## src/rtl/fb_pkg.sv

```systemverilog
// Shared framebuffer definitions used by the write master and the scan-out reader.
//  - FB_ADDR_W / FB_DATA_W / FB_BE_W : 29-bit word address, 64-bit data, 8 byte enables
//  - FB_BUFFER0_BASE / FB_BUFFER1_BASE : word addresses of the two frame buffers
//  - fb_beat_t  : one 64-bit SDRAM word plus its byte enables
//  - pack_pixel : place a 32-bit pixel into the low or high half of an empty word
//  - merge_pixel: overlay a 32-bit pixel onto an existing word (later pixel wins)
package fb_pkg;

  localparam int FB_ADDR_W = 29;
  localparam int FB_DATA_W = 64;
  localparam int FB_BE_W   = 8;

  localparam logic [FB_ADDR_W-1:0] FB_BUFFER0_BASE = 29'h0800000;
  localparam logic [FB_ADDR_W-1:0] FB_BUFFER1_BASE = 29'h0840000;

  typedef enum logic {
    ST_COLLECT = 1'b0,
    ST_BURST   = 1'b1
  } fb_state_t;

  typedef struct packed {
    logic [FB_DATA_W-1:0] data;
    logic [FB_BE_W-1:0]   be;
  } fb_beat_t;

  // Even pixel index -> low half, odd pixel index -> high half.
  function automatic fb_beat_t pack_pixel(input logic [31:0] color, input logic hi);
    fb_beat_t beat;
    if (hi) begin
      beat.data = {color, 32'h0000_0000};
      beat.be   = 8'hF0;
    end else begin
      beat.data = {32'h0000_0000, color};
      beat.be   = 8'h0F;
    end
    return beat;
  endfunction

  function automatic fb_beat_t merge_pixel(input fb_beat_t old, input logic [31:0] color,
                                           input logic hi);
    fb_beat_t beat;
    beat = old;
    if (hi) begin
      beat.data[63:32] = color;
      beat.be          = old.be | 8'hF0;
    end else begin
      beat.data[31:0]  = color;
      beat.be          = old.be | 8'h0F;
    end
    return beat;
  endfunction

endpackage

```

## src/rtl/fb_burst_buffer.sv

```systemverilog
// Burst staging buffer: DEPTH entries of {64-bit data, 8-bit byte enable}.
//  clock, reset : clock and synchronous active-high reset (clears every entry)
//  wr_en        : write strobe for entry wr_idx
//  wr_init      : 1 -> entry starts fresh with this pixel, 0 -> pixel merged into entry
//  wr_idx       : entry to write
//  wr_color     : 32-bit pixel colour
//  wr_hi        : pixel goes to data[63:32] (1) or data[31:0] (0)
//  rd_idx       : beat index being presented on the bus
//  rd_data/rd_be: contents of entry rd_idx
module fb_burst_buffer
  import fb_pkg::*;
#(
  parameter int DEPTH = 16,
  parameter int IDX_W = 4
) (
  input  logic                 clock,
  input  logic                 reset,
  input  logic                 wr_en,
  input  logic                 wr_init,
  input  logic [IDX_W-1:0]     wr_idx,
  input  logic [31:0]          wr_color,
  input  logic                 wr_hi,
  input  logic [IDX_W-1:0]     rd_idx,
  output logic [FB_DATA_W-1:0] rd_data,
  output logic [FB_BE_W-1:0]   rd_be
);

  fb_beat_t [DEPTH-1:0] entry_q;
  fb_beat_t             fresh_beat;

  assign fresh_beat = pack_pixel(wr_color, wr_hi);

  for (genvar gi = 0; gi < DEPTH; gi++) begin : g_entry
    fb_beat_t entry_reg;

    always_ff @(posedge clock) begin
      if (reset) begin
        entry_reg <= '0;
      end else if (wr_en && (wr_idx == IDX_W'(gi))) begin
        entry_reg <= wr_init ? fresh_beat : merge_pixel(entry_reg, wr_color, wr_hi);
      end
    end

    assign entry_q[gi] = entry_reg;
  end

  assign rd_data = entry_q[rd_idx].data;
  assign rd_be   = entry_q[rd_idx].be;

endmodule

```

## src/rtl/framebuffer_write.sv

```systemverilog
// Avalon-MM burst write master for the frame back buffer.
// Packs the rasteriser's (x, y, colour) stream into 64-bit words, coalesces runs of
// consecutive words into bursts (never crossing a MAX_BURST-aligned boundary) and
// writes them through the f2h_sdram port.
//  clock, reset          : clock, synchronous active-high reset
//  pix_valid/pix_ready   : pixel handshake; pix_x, pix_y, pix_color carry the pixel
//  buffer                : target buffer select (0 -> BUFFER0_BASE, 1 -> BUFFER1_BASE)
//  flush                 : while high, an open burst is issued immediately
//  idle                  : nothing open, nothing held, nothing in flight
//  address, burstcount, writedata, byteenable, write, waitrequest : Avalon-MM master
module framebuffer_write
  import fb_pkg::*;
#(
  parameter int                     FB_WIDTH     = 640,
  parameter int                     FB_HEIGHT    = 480,
  parameter logic [FB_ADDR_W-1:0]   BUFFER0_BASE = FB_BUFFER0_BASE,
  parameter logic [FB_ADDR_W-1:0]   BUFFER1_BASE = FB_BUFFER1_BASE,
  parameter int                     MAX_BURST    = 16,
  parameter int                     IDLE_TIMEOUT = 64
) (
  input  logic                 clock,
  input  logic                 reset,
  input  logic                 pix_valid,
  output logic                 pix_ready,
  input  logic [10:0]          pix_x,
  input  logic [10:0]          pix_y,
  input  logic [31:0]          pix_color,
  input  logic                 buffer,
  input  logic                 flush,
  output logic                 idle,
  output logic [FB_ADDR_W-1:0] address,
  output logic [7:0]           burstcount,
  output logic [FB_DATA_W-1:0] writedata,
  output logic [FB_BE_W-1:0]   byteenable,
  output logic                 write,
  input  logic                 waitrequest
);

  localparam int                   IDX_W      = (MAX_BURST > 1) ? $clog2(MAX_BURST) : 1;
  localparam logic [FB_ADDR_W-1:0] ALIGN_MASK = FB_ADDR_W'(MAX_BURST - 1);
  localparam logic [7:0]           MAX_COUNT  = 8'(MAX_BURST);
  localparam logic [15:0]          TMO_LIMIT  = 16'(IDLE_TIMEOUT);

  fb_state_t state_reg, state_next;

  logic [7:0]           count_reg;
  logic [FB_ADDR_W-1:0] first_reg;
  logic [FB_ADDR_W-1:0] last_reg;
  logic [IDX_W-1:0]     beat_reg;
  logic [15:0]          tmo_reg;
  logic                 hold_valid_reg;
  logic [FB_ADDR_W-1:0] hold_addr_reg;
  logic [31:0]          hold_color_reg;
  logic                 hold_hi_reg;

  // Pixel address decode
  logic [FB_ADDR_W-1:0] pidx;
  logic [FB_ADDR_W-1:0] waddr;
  logic                 pix_hi;
  logic                 in_range;
  logic                 accept;

  assign pidx     = FB_ADDR_W'(pix_y) * FB_ADDR_W'(FB_WIDTH) + FB_ADDR_W'(pix_x);
  assign pix_hi   = pidx[0];
  assign waddr    = (buffer ? BUFFER1_BASE : BUFFER0_BASE) + (pidx >> 1);
  assign in_range = (int'(pix_x) < FB_WIDTH) && (int'(pix_y) < FB_HEIGHT);
  assign accept   = pix_valid && pix_ready;

  // Classify an accepted in-range pixel against the open burst.
  logic do_new, do_merge, do_append, do_hold;

  always_comb begin
    do_new    = 1'b0;
    do_merge  = 1'b0;
    do_append = 1'b0;
    do_hold   = 1'b0;
    if (accept && in_range) begin
      if (count_reg == 8'd0) begin
        do_new = 1'b1;
      end else if (waddr == last_reg) begin
        do_merge = 1'b1;
      end else if ((waddr == last_reg + FB_ADDR_W'(1)) && (count_reg < MAX_COUNT) &&
                   ((waddr & ALIGN_MASK) != '0)) begin
        do_append = 1'b1;
      end else begin
        do_hold = 1'b1;
      end
    end
  end

  logic tmo_hit, burst_close, last_beat;

  assign tmo_hit = (tmo_reg == TMO_LIMIT);
  // The incoming pixel is folded in before the close decision, so a first pixel
  // arriving together with flush still produces a one-beat burst.
  assign burst_close = (state_reg == ST_COLLECT) && ((count_reg != 8'd0) || do_new) &&
                       (do_hold || flush || tmo_hit);
  assign last_beat   = (state_reg == ST_BURST) && !waitrequest &&
                       (8'(beat_reg) == count_reg - 8'd1);

  // Burst buffer write port: hold-register reload at burst end, otherwise the pixel.
  logic             wr_en, wr_init, wr_hi;
  logic [IDX_W-1:0] wr_idx;
  logic [31:0]      wr_color;
  logic [FB_DATA_W-1:0] rd_data;
  logic [FB_BE_W-1:0]   rd_be;

  always_comb begin
    wr_en    = 1'b0;
    wr_init  = 1'b0;
    wr_idx   = '0;
    wr_color = pix_color;
    wr_hi    = pix_hi;
    if (last_beat && hold_valid_reg) begin
      wr_en    = 1'b1;
      wr_init  = 1'b1;
      wr_color = hold_color_reg;
      wr_hi    = hold_hi_reg;
    end else if (do_new) begin
      wr_en   = 1'b1;
      wr_init = 1'b1;
    end else if (do_merge) begin
      wr_en  = 1'b1;
      wr_idx = IDX_W'(count_reg - 8'd1);
    end else if (do_append) begin
      wr_en   = 1'b1;
      wr_init = 1'b1;
      wr_idx  = IDX_W'(count_reg);
    end
  end

  fb_burst_buffer #(
    .DEPTH (MAX_BURST),
    .IDX_W (IDX_W)
  ) u_burst_buffer (
    .clock    (clock),
    .reset    (reset),
    .wr_en    (wr_en),
    .wr_init  (wr_init),
    .wr_idx   (wr_idx),
    .wr_color (wr_color),
    .wr_hi    (wr_hi),
    .rd_idx   (beat_reg),
    .rd_data  (rd_data),
    .rd_be    (rd_be)
  );

  // FSM: state register
  always_ff @(posedge clock) begin
    if (reset) begin
      state_reg <= ST_COLLECT;
    end else begin
      state_reg <= state_next;
    end
  end

  // FSM: next state
  always_comb begin
    state_next = state_reg;
    if (state_reg == ST_COLLECT) begin
      if (burst_close) state_next = ST_BURST;
    end else begin
      if (last_beat) state_next = ST_COLLECT;
    end
  end

  // FSM: outputs. Everything on the bus comes from registers, so it holds under stall.
  always_comb begin
    write      = 1'b0;
    address    = '0;
    burstcount = '0;
    writedata  = '0;
    byteenable = '0;
    pix_ready  = 1'b0;
    idle       = 1'b0;
    if (state_reg == ST_BURST) begin
      write      = 1'b1;
      address    = first_reg;
      burstcount = count_reg;
      writedata  = rd_data;
      byteenable = rd_be;
    end else begin
      pix_ready = !hold_valid_reg;
      idle      = (count_reg == 8'd0) && !hold_valid_reg;
    end
  end

  // Burst bookkeeping, hold register and idle timeout
  always_ff @(posedge clock) begin
    if (reset) begin
      count_reg      <= '0;
      first_reg      <= '0;
      last_reg       <= '0;
      beat_reg       <= '0;
      tmo_reg        <= '0;
      hold_valid_reg <= 1'b0;
      hold_addr_reg  <= '0;
      hold_color_reg <= '0;
      hold_hi_reg    <= 1'b0;
    end else if (state_reg == ST_COLLECT) begin
      beat_reg <= '0;
      if (do_new) begin
        first_reg <= waddr;
        last_reg  <= waddr;
        count_reg <= 8'd1;
      end else if (do_append) begin
        last_reg  <= waddr;
        count_reg <= count_reg + 8'd1;
      end
      if (do_hold) begin
        hold_valid_reg <= 1'b1;
        hold_addr_reg  <= waddr;
        hold_color_reg <= pix_color;
        hold_hi_reg    <= pix_hi;
      end
      // Counts only while something is open; saturates at the limit.
      if (accept || burst_close) begin
        tmo_reg <= '0;
      end else if ((count_reg != 8'd0) && !tmo_hit) begin
        tmo_reg <= tmo_reg + 16'd1;
      end
    end else begin
      if (last_beat) begin
        beat_reg <= '0;
        if (hold_valid_reg) begin
          first_reg      <= hold_addr_reg;
          last_reg       <= hold_addr_reg;
          count_reg      <= 8'd1;
          hold_valid_reg <= 1'b0;
        end else begin
          count_reg <= '0;
        end
      end else if (!waitrequest) begin
        beat_reg <= beat_reg + IDX_W'(1);
      end
    end
  end

endmodule

```

## config.mk

```make
export PLATFORM = sky130hd
export DESIGN_NAME = framebuffer_write
export DESIGN_NICKNAME = d
export VERILOG_FILES = /design/src/rtl/fb_pkg.sv /design/src/rtl/fb_burst_buffer.sv /design/src/rtl/framebuffer_write.sv
export SDC_FILE = /design/constraint.sdc
export NUM_CORES = 2
export LEC_CHECK = 0
export CAP_MARGIN = 20
export CORE_MARGIN = 1.5
export CORE_UTILIZATION = 45
export DETAILED_ROUTE_END_ITERATION = 8
export HOLD_SLACK_MARGIN = 0.15
export PLACE_DENSITY = 0.72
export SKIP_LAST_GASP = 1
export SYNTH_ARGS = -nofsm -noshare
export SYNTH_HDL_FRONTEND = slang
export SYNTH_HIERARCHICAL = 1
export SYNTH_SLANG_ARGS = --single-unit
```

## constraint.sdc

```tcl
create_clock -name clock -period 9.82 [get_ports clock]
set_clock_uncertainty 0.15 [all_clocks]
set_input_delay 2.455 -clock clock [delete_from_list [all_inputs] [get_ports clock]]
set_output_delay 2.455 -clock clock [all_outputs]
set_load 0.02 [all_outputs]
```

Yosys cells after proc, flatten, opt, wreduce, memory -nomap -nowiden
Index checks and enable logic that the tools add are counted.
- flip-flop bits (word level): 1302
- bits in latches: 0
- RAM bits: 0
- bits in read-only memories: 0
- input bits: 60
- output and inout port bits: 112
- logic and storage cells: 253
- memories kept: 0
- add/subtract/negate cells: 7
- multipliers: 1
- div/mod/pow operators: 0
- magnitude comparators: 4
- eq/ne operators: 22
- shift-type cells: 0
- muxes and demuxes: 61
- bitwise operators: 1
- reduce and logical (&&, ||, !) cells: 83
- operator list (cell ; count):
    72-bit binary-select mux with 4-bit select ; 1
    29-bit two-way mux ; 8
    72-bit two-way mux ; 3
    32-bit two-way mux ; 3
    2-bit AND reduction ; 36
    64-bit two-way mux ; 1
    25-bit by 29-bit equality test with 1-bit output ; 2
    8-bit two-way mux ; 7
    4-bit equality test (second input constant) ; 8
    16-bit two-way mux ; 2
    1-bit two-way mux ; 31
    29-bit by 1-bit adder with 29-bit output (second input constant) ; 1
    29-bit nonzero test ; 1
    1-bit logical AND ; 28
    24-bit by 21-bit adder with 25-bit output ; 1
    21-bit by 11-bit adder with 22-bit output ; 1
    19-bit two-way mux ; 1
    16-bit by 1-bit adder with 16-bit output (second input constant) ; 1
    16-bit by 7-bit equality test with 1-bit output (second input constant) ; 1
    4-bit by 3-bit equality test with 1-bit output (second input constant) ; 4
    4-bit two-way mux ; 4
    11-bit by 3-bit multiplier with 14-bit output (second input constant) ; 1
    11-bit by 10-bit < comparator with 1-bit output (second input constant) ; 1
    11-bit by 9-bit < comparator with 1-bit output (second input constant) ; 1
    other kinds (19) ; 31

Longest topological paths before layout
- depth in word-level cells: 17
- mapped depth: 33
- gate-level depth less buffers: 25

Cells and area by module
Netlist, hierarchy kept.
- by module, submodules not included (module ; times used ; cells each ; area an instance (µm²) ; sequential area each (µm²)):
    fb_burst_buffer ; 1 ; 5726 ; 52594.2 ; 21140.3
    framebuffer_write ; 1 ; 1157 ; 9446.6 ; 2642.5

Worst setup path after synthesis
No wires, ideal clock.
- path type: in2reg
- from: in pix_y[1]
- to: reg u_burst_buffer.g_entry[0].entry_reg (netlist bit u_burst_buffer/entry_q[43])
- setup time: 0.132 ns
- arrival time: 8.855 ns
- required time: 9.538 ns
- path slack: 0.683 ns
- cell stages on the path: 30
- buffers on the path: 7
- path through: ha_1 > ha_1 > fa_1 > xnor2_1 > a211oi_1 > and4_1 > buf_2 > nor4b_2 > nand3b_1 > xnor2_1 > ha_1 > ha_1 > clkbuf_1 > or3_1 > a2111oi_0 > nand4b_1 > o221ai_1 > nand4bb_1 > nor4_4 > a21o_1 > buf_4 > buf_4 > nor2_1 > o21ai_1 > or3b_1 > clkbuf_1 > buf_6 > buf_2 > o31ai_1 > a21oi_1
- elaborated cells between the ends (all ways): 34
- classes of those cells: add/sub (2); mul (1); order compare (1); eq/ne (2); mux (20); reduce/logical (8)
- RTL lines (item ; RTL line ; text):
    start: declaration ; framebuffer_write.sv:26 ; input logic [10:0] pix_y,
    11-bit by 3-bit multiplier with 14-bit output ; framebuffer_write.sv:63 ; assign pidx = FB_ADDR_W'(pix_y) * FB_ADDR_W'(FB_WIDTH) + FB_ADDR_W'(pix_x);
    21-bit by 11-bit adder with 22-bit output ; framebuffer_write.sv:63 ;
    24-bit by 21-bit adder with 25-bit output ; framebuffer_write.sv:65 ; assign waddr = (buffer ? BUFFER1_BASE : BUFFER0_BASE) + (pidx >> 1);
    25-bit by 29-bit equality test with 1-bit output ; framebuffer_write.sv:82 ; end else if ((waddr == last_reg + FB_ADDR_W'(1)) && (count_reg < MAX_COUNT) &&
    1-bit logical AND (2 in series) ; framebuffer_write.sv:82 ;
    1-bit two-way mux ; framebuffer_write.sv:82 ;
    1-bit two-way mux ; framebuffer_write.sv:80 ; end else if (waddr == last_reg) begin
    1-bit two-way mux ; framebuffer_write.sv:78 ; if (count_reg == 8'd0) begin
    1-bit two-way mux ; framebuffer_write.sv:77 ; if (accept && in_range) begin
    1-bit two-way mux ; framebuffer_write.sv:125 ; end else if (do_append) begin
    1-bit two-way mux ; framebuffer_write.sv:122 ; end else if (do_merge) begin
    1-bit two-way mux * ; framebuffer_write.sv:119 ; end else if (do_new) begin
    1-bit two-way mux * ; framebuffer_write.sv:114 ; if (last_beat && hold_valid_reg) begin
    via wr_en ; framebuffer_write.sv:102 ; logic wr_en, wr_init, wr_hi;
    1-bit logical AND * ; fb_burst_buffer.sv:39 ; end else if (wr_en && (wr_idx == IDX_W'(gi))) begin
    2-bit AND reduction (no line) * ; - ;
    end signal: assignment ; fb_burst_buffer.sv:40 ; entry_reg <= wr_init ? fresh_beat : merge_pixel(entry_reg, wr_color, wr_hi);
    end: declaration ; fb_burst_buffer.sv:34 ; fb_beat_t entry_reg;
The timed path passes the listed nets; every way through them passes the cells marked *.
A chain may end at the register's enable or synchronous reset.

Worst setup path in the final report
- from: in pix_y[3]
- to: reg u_burst_buffer.g_entry[8].entry_reg (netlist bit u_burst_buffer/entry_q[633])
- elaborated cells between the ends (all ways): 34
- classes of those cells: add/sub (2); mul (1); order compare (1); eq/ne (3); mux (20); reduce/logical (7)
- RTL lines (item ; RTL line):
    11-bit by 3-bit multiplier with 14-bit output ; framebuffer_write.sv:63
    21-bit by 11-bit adder with 22-bit output ; framebuffer_write.sv:63
    24-bit by 21-bit adder with 25-bit output ; framebuffer_write.sv:65
    25-bit by 29-bit equality test with 1-bit output ; framebuffer_write.sv:82
    1-bit logical AND (2 in series) ; framebuffer_write.sv:82
    1-bit two-way mux ; framebuffer_write.sv:82
    1-bit two-way mux ; framebuffer_write.sv:80
    1-bit two-way mux ; framebuffer_write.sv:78
    1-bit two-way mux ; framebuffer_write.sv:77
    1-bit two-way mux ; framebuffer_write.sv:125
    1-bit two-way mux ; framebuffer_write.sv:122
    1-bit two-way mux * ; framebuffer_write.sv:119
    1-bit two-way mux * ; framebuffer_write.sv:114
    via wr_en ; framebuffer_write.sv:102
    1-bit logical AND * ; fb_burst_buffer.sv:39
    2-bit AND reduction (no line) * ; -
    end signal: assignment ; fb_burst_buffer.sv:40
    end: declaration ; fb_burst_buffer.sv:34
Marked as above.

==> impl_metrics.csv <==
group,metric,value,unit
critical_path,r2r_slack,3.60,ns
logic_synthesis,ys_seq_area_share,38.3,%
clocking,cts_tree,"yes",
floorplan,die_area,140000,um^2
pwr,power_density,151,nW/um^2
logic_synthesis,ys_warn_count,6,
critical_path,path_common_cell,"ha_1",
critical_path,reg2reg_depth,11,
drt,drt-total-wl,231000,um
critical_path,slowest_delay,0.52,ns
logic_synthesis,synth_area_per_cell,9.01,um^2
logic_synthesis,synth_seq_cells,1188,
clocking,clk_pin_slew,0.07,ns
clocking,htree_num_levels,3,
worst_hold_path,hold_end,"first_reg[13]",
layout,area_delta_synth_final,12.1,%
critical_path,slowest_stage,"fa_1",
critical_path,crit_fanout,44,
drt,wl_per_cell,28.0,um
critical_path,crit_path_end_kind,"flop",
drt,vias_per_cell,7.41,
floorplan,initial_utilization,45.2,%
logic_synthesis,synth-edff-count,0,
global_routing,use_met1,42.9,%
timing,slew_headroom,17.3,%
clocking,clkSinkCount,1188,
outcome,outcome,"completed",
clocking,hold_buffers,0,
global_routing,grt_max_degree,230,
global_routing,grtUsageTotal,31.3,%
layout,largest_register_ffs,1056,
timing,setup-violations-final,0,
critical_path,path_buf_inv,5,
layout,design_area,69500,um^2
global_routing,grt_overflow,0,
logic_synthesis,syn_area,62000,um^2
timing,hold_violations,0,
global_routing,gr-usage-met2,47.4,%
floorplan,num_io_pins,172,
clocking,root_buffer,"clkbuf_16",
drt,detail_route.first_pass.iterations,6,
critical_path,startpoint_type,"primary input",
global_routing,grtUsageMet3,7.44,%
timing,hold_slack,0.301,ns
worst_hold_path,holdCritStartpoint,"first_reg[13]",
timing,fin_crit_sh,94.3,%
layout,fillers,12225,
layout,multiInputGateArea,33700,um^2
drt,dr_total_vias,61087,
clocking,insertion_delay,0.76,ns
global_routing,antenna_found_initial,12,
critical_path,criticalPathCategory,"in -> reg",
timing,slew_viol_final,0,
global_routing,grt_pass1_vias,59033,
critical_path,path_delay_family,"simple AND/OR/NAND/NOR gates",
place,hpwl,125000,um
clocking,cts_resized,0,
floorplan,dieWidth,374,um
logic_synthesis,synth_flop_cell,"dfxtp_1",
timing,fmax,0.108,GHz
worst_hold_path,hold_depth,2,
timing,worst_slew_pin_slew,1.24,ns
pwr,vdd_drop_max,0.000168,V
layout,seq_area,23800,um^2
drt,drc_errors,0,
floorplan,dieHeight,374,um
drt,first_iter_violations,9689,
critical_path,arrival,9.70,ns
critical_path,r2r-end,"u_burst_buffer/entry_q[548]",
floorplan,placementRows,136,
floorplan,core-area,137000,um^2
logic_synthesis,ys_types,90,
clocking,cts_max_path_buffers,3,
logic_synthesis,synthArstFlopShare,0,%
place,place_area,65300,um^2
clocking,cts_buffers,120,
logic_synthesis,synthCells,6883,
critical_path,rr_startpoint,"beat_reg[1]",
layout,drive_above_1_share,13.4,%
layout,num-nets-final,6440,
global_routing,grt.busiest_layer,"met2",
timing,rsz0062_at_grt,"false",
critical_path,cp_data_required_time,10.26,ns
global_routing,grt_pass1_wl,354000,um
worst_hold_path,min_path_type,"reg -> reg",
place,gp_congestion,0.897,
run,drv_cap,0,
place,port_buffers,165,
clocking,post-cts-setup-buffers,0,
drt,ant_nets,0,
pwr,p_leak,20.4,nW
timing,min_period,9.26,ns
[worst max path at each step]
| stage | endpoint | depth (start not counted) | slack (ns) | from |
|---|---|---|---|---|
| floorplan | u_burst_buffer/entry_q[43] | 30 | 0.68 | pix_y[1] |
| global placement | u_burst_buffer/entry_q[630] | 28 | 0.17 | pix_y[3] |
| detailed placement | u_burst_buffer/entry_q[633] | 28 | -0.04 | pix_y[1] |
| CTS | u_burst_buffer/entry_q[633] | 28 | 0.67 | pix_y[3] |
| global route | u_burst_buffer/entry_q[471] | 28 | 0.07 | pix_y[1] |
| finish | u_burst_buffer/entry_q[633] | 28 | 0.56 | pix_y[3] |
[cells in the mapped netlist, drive strengths merged (28+ instances only)]
cell type  count  share of area [%]
a22oi        132                1.6
mux2          42               0.76
nand4       1043                 11
buf          358                3.1
mux4         264                9.6
nor3          53               0.51
xnor2         29               0.41
nand3        108               0.87
a21oi       1166                9.4
and2         118                1.2
a211oi        28               0.40
ha            30               0.61
o21ai        101               0.81
o31ai       1064                 13
clkbuf       745                4.5
dfxtp       1188                 38
nand2        129               0.79
nor2          40               0.25
[worst reg2reg max path: cells and delay by family, from the launching register on]
kind | cells | cell delay [ns]
buffers and inverters | 4 | 2.96
and+or+nand+nor | 4 | 1.08
muxes | 1 | 0.87
DFF | 1 | 0.68
xor gates and xnor gates | 1 | 0.22
AOI/OAI and AO/OA | 1 | 0.20
[power by group]
group	total, W	switching [W]	leakage, nW	internal, W
Clock	0.00489	0.00210	2.07	0.00279
Combinational	0.000742	0.000547	8.76	0.000195
Sequential	0.00484	0.0000113	9.57	0.00482
[stage by stage]
step / utilization [%] / setup WS [ns] / std cells / power, W / TNS [ns]
after detailed placement: 47.6 / -0.0393 / 8020 / 0.00566 / -0.0393
after global routing: 50.7 / 0.0684 / 8243 / 0.0107 / 0
final: 50.7 / 0.561 / 8245 / 0.0105 / 0
after floorplan: - / 0.683 / 6888 / 0.00543 / 0
after global placement: 47.6 / 0.167 / 8019 / 0.00565 / 0
after CTS: 50.7 / 0.675 / 8240 / 0.0105 / 0
[area by class of cell]
class                      count  area share, %
sequential                  1188           34.2
inverter                      18          0.108
tap                         1794           3.23
timing repair buffer         441           7.99
clock inverter                52          0.963
multi-input combinational   4579           48.4
antenna                        5         0.0180
clock buffer                 168           5.04
[metal layers]
metal | vias up | wire, um
met4 | 6 | 8760
met5 | - | 38
met1 | 29816 | 89300
met2 | 4557 | 102000
met3 | 741 | 30500
li1 | 25967 | -
[cell families after synthesis]
family | count (synthesis) | synth area share, %
DFF | 1188 | 38.3
other | 1 | 0.00604
xor gates and xnor gates | 60 | 1.04
buffers and inverters | 1121 | 7.73
muxes | 326 | 10.7
AOI/OAI and AO/OA | 2545 | 25.9
adders and majority gates | 32 | 0.670
and+or+nand+nor | 1610 | 15.7
[cell usage in the layout (no fill, tap or decap), types with 7 or more instances in the layout]
cell type        count
or3_1               12
clkdlybuf4s50_1    164
nor2b_1              8
xor2_1              22
clkbuf_1            18
nor4_1              11
clkbuf_16          122
a21o_1               8
inv_1               17
a211oi_2             8
a22oi_1            132
o31ai_1           1064
dfxtp_1           1185
nor3_1              43
xnor3_1              7
nor2_1              35
a211oi_1            20
nand2_1            127
o21ai_1             26
bufinv_16           11
o21ai_0             74
mux2_2              41
buf_12             146
and3_1              13
mux2i_1             20
nand4_1           1042
clkbuf_8            28
ha_1                30
nor3b_1              7
clkinv_2            28
buf_4              129
mux4_2             264
a21oi_1           1165
nor3_2              10
nand3_1            106
xnor2_1             29
and2_1             116
No activity file was read; power rests on OpenSTA's default activity.
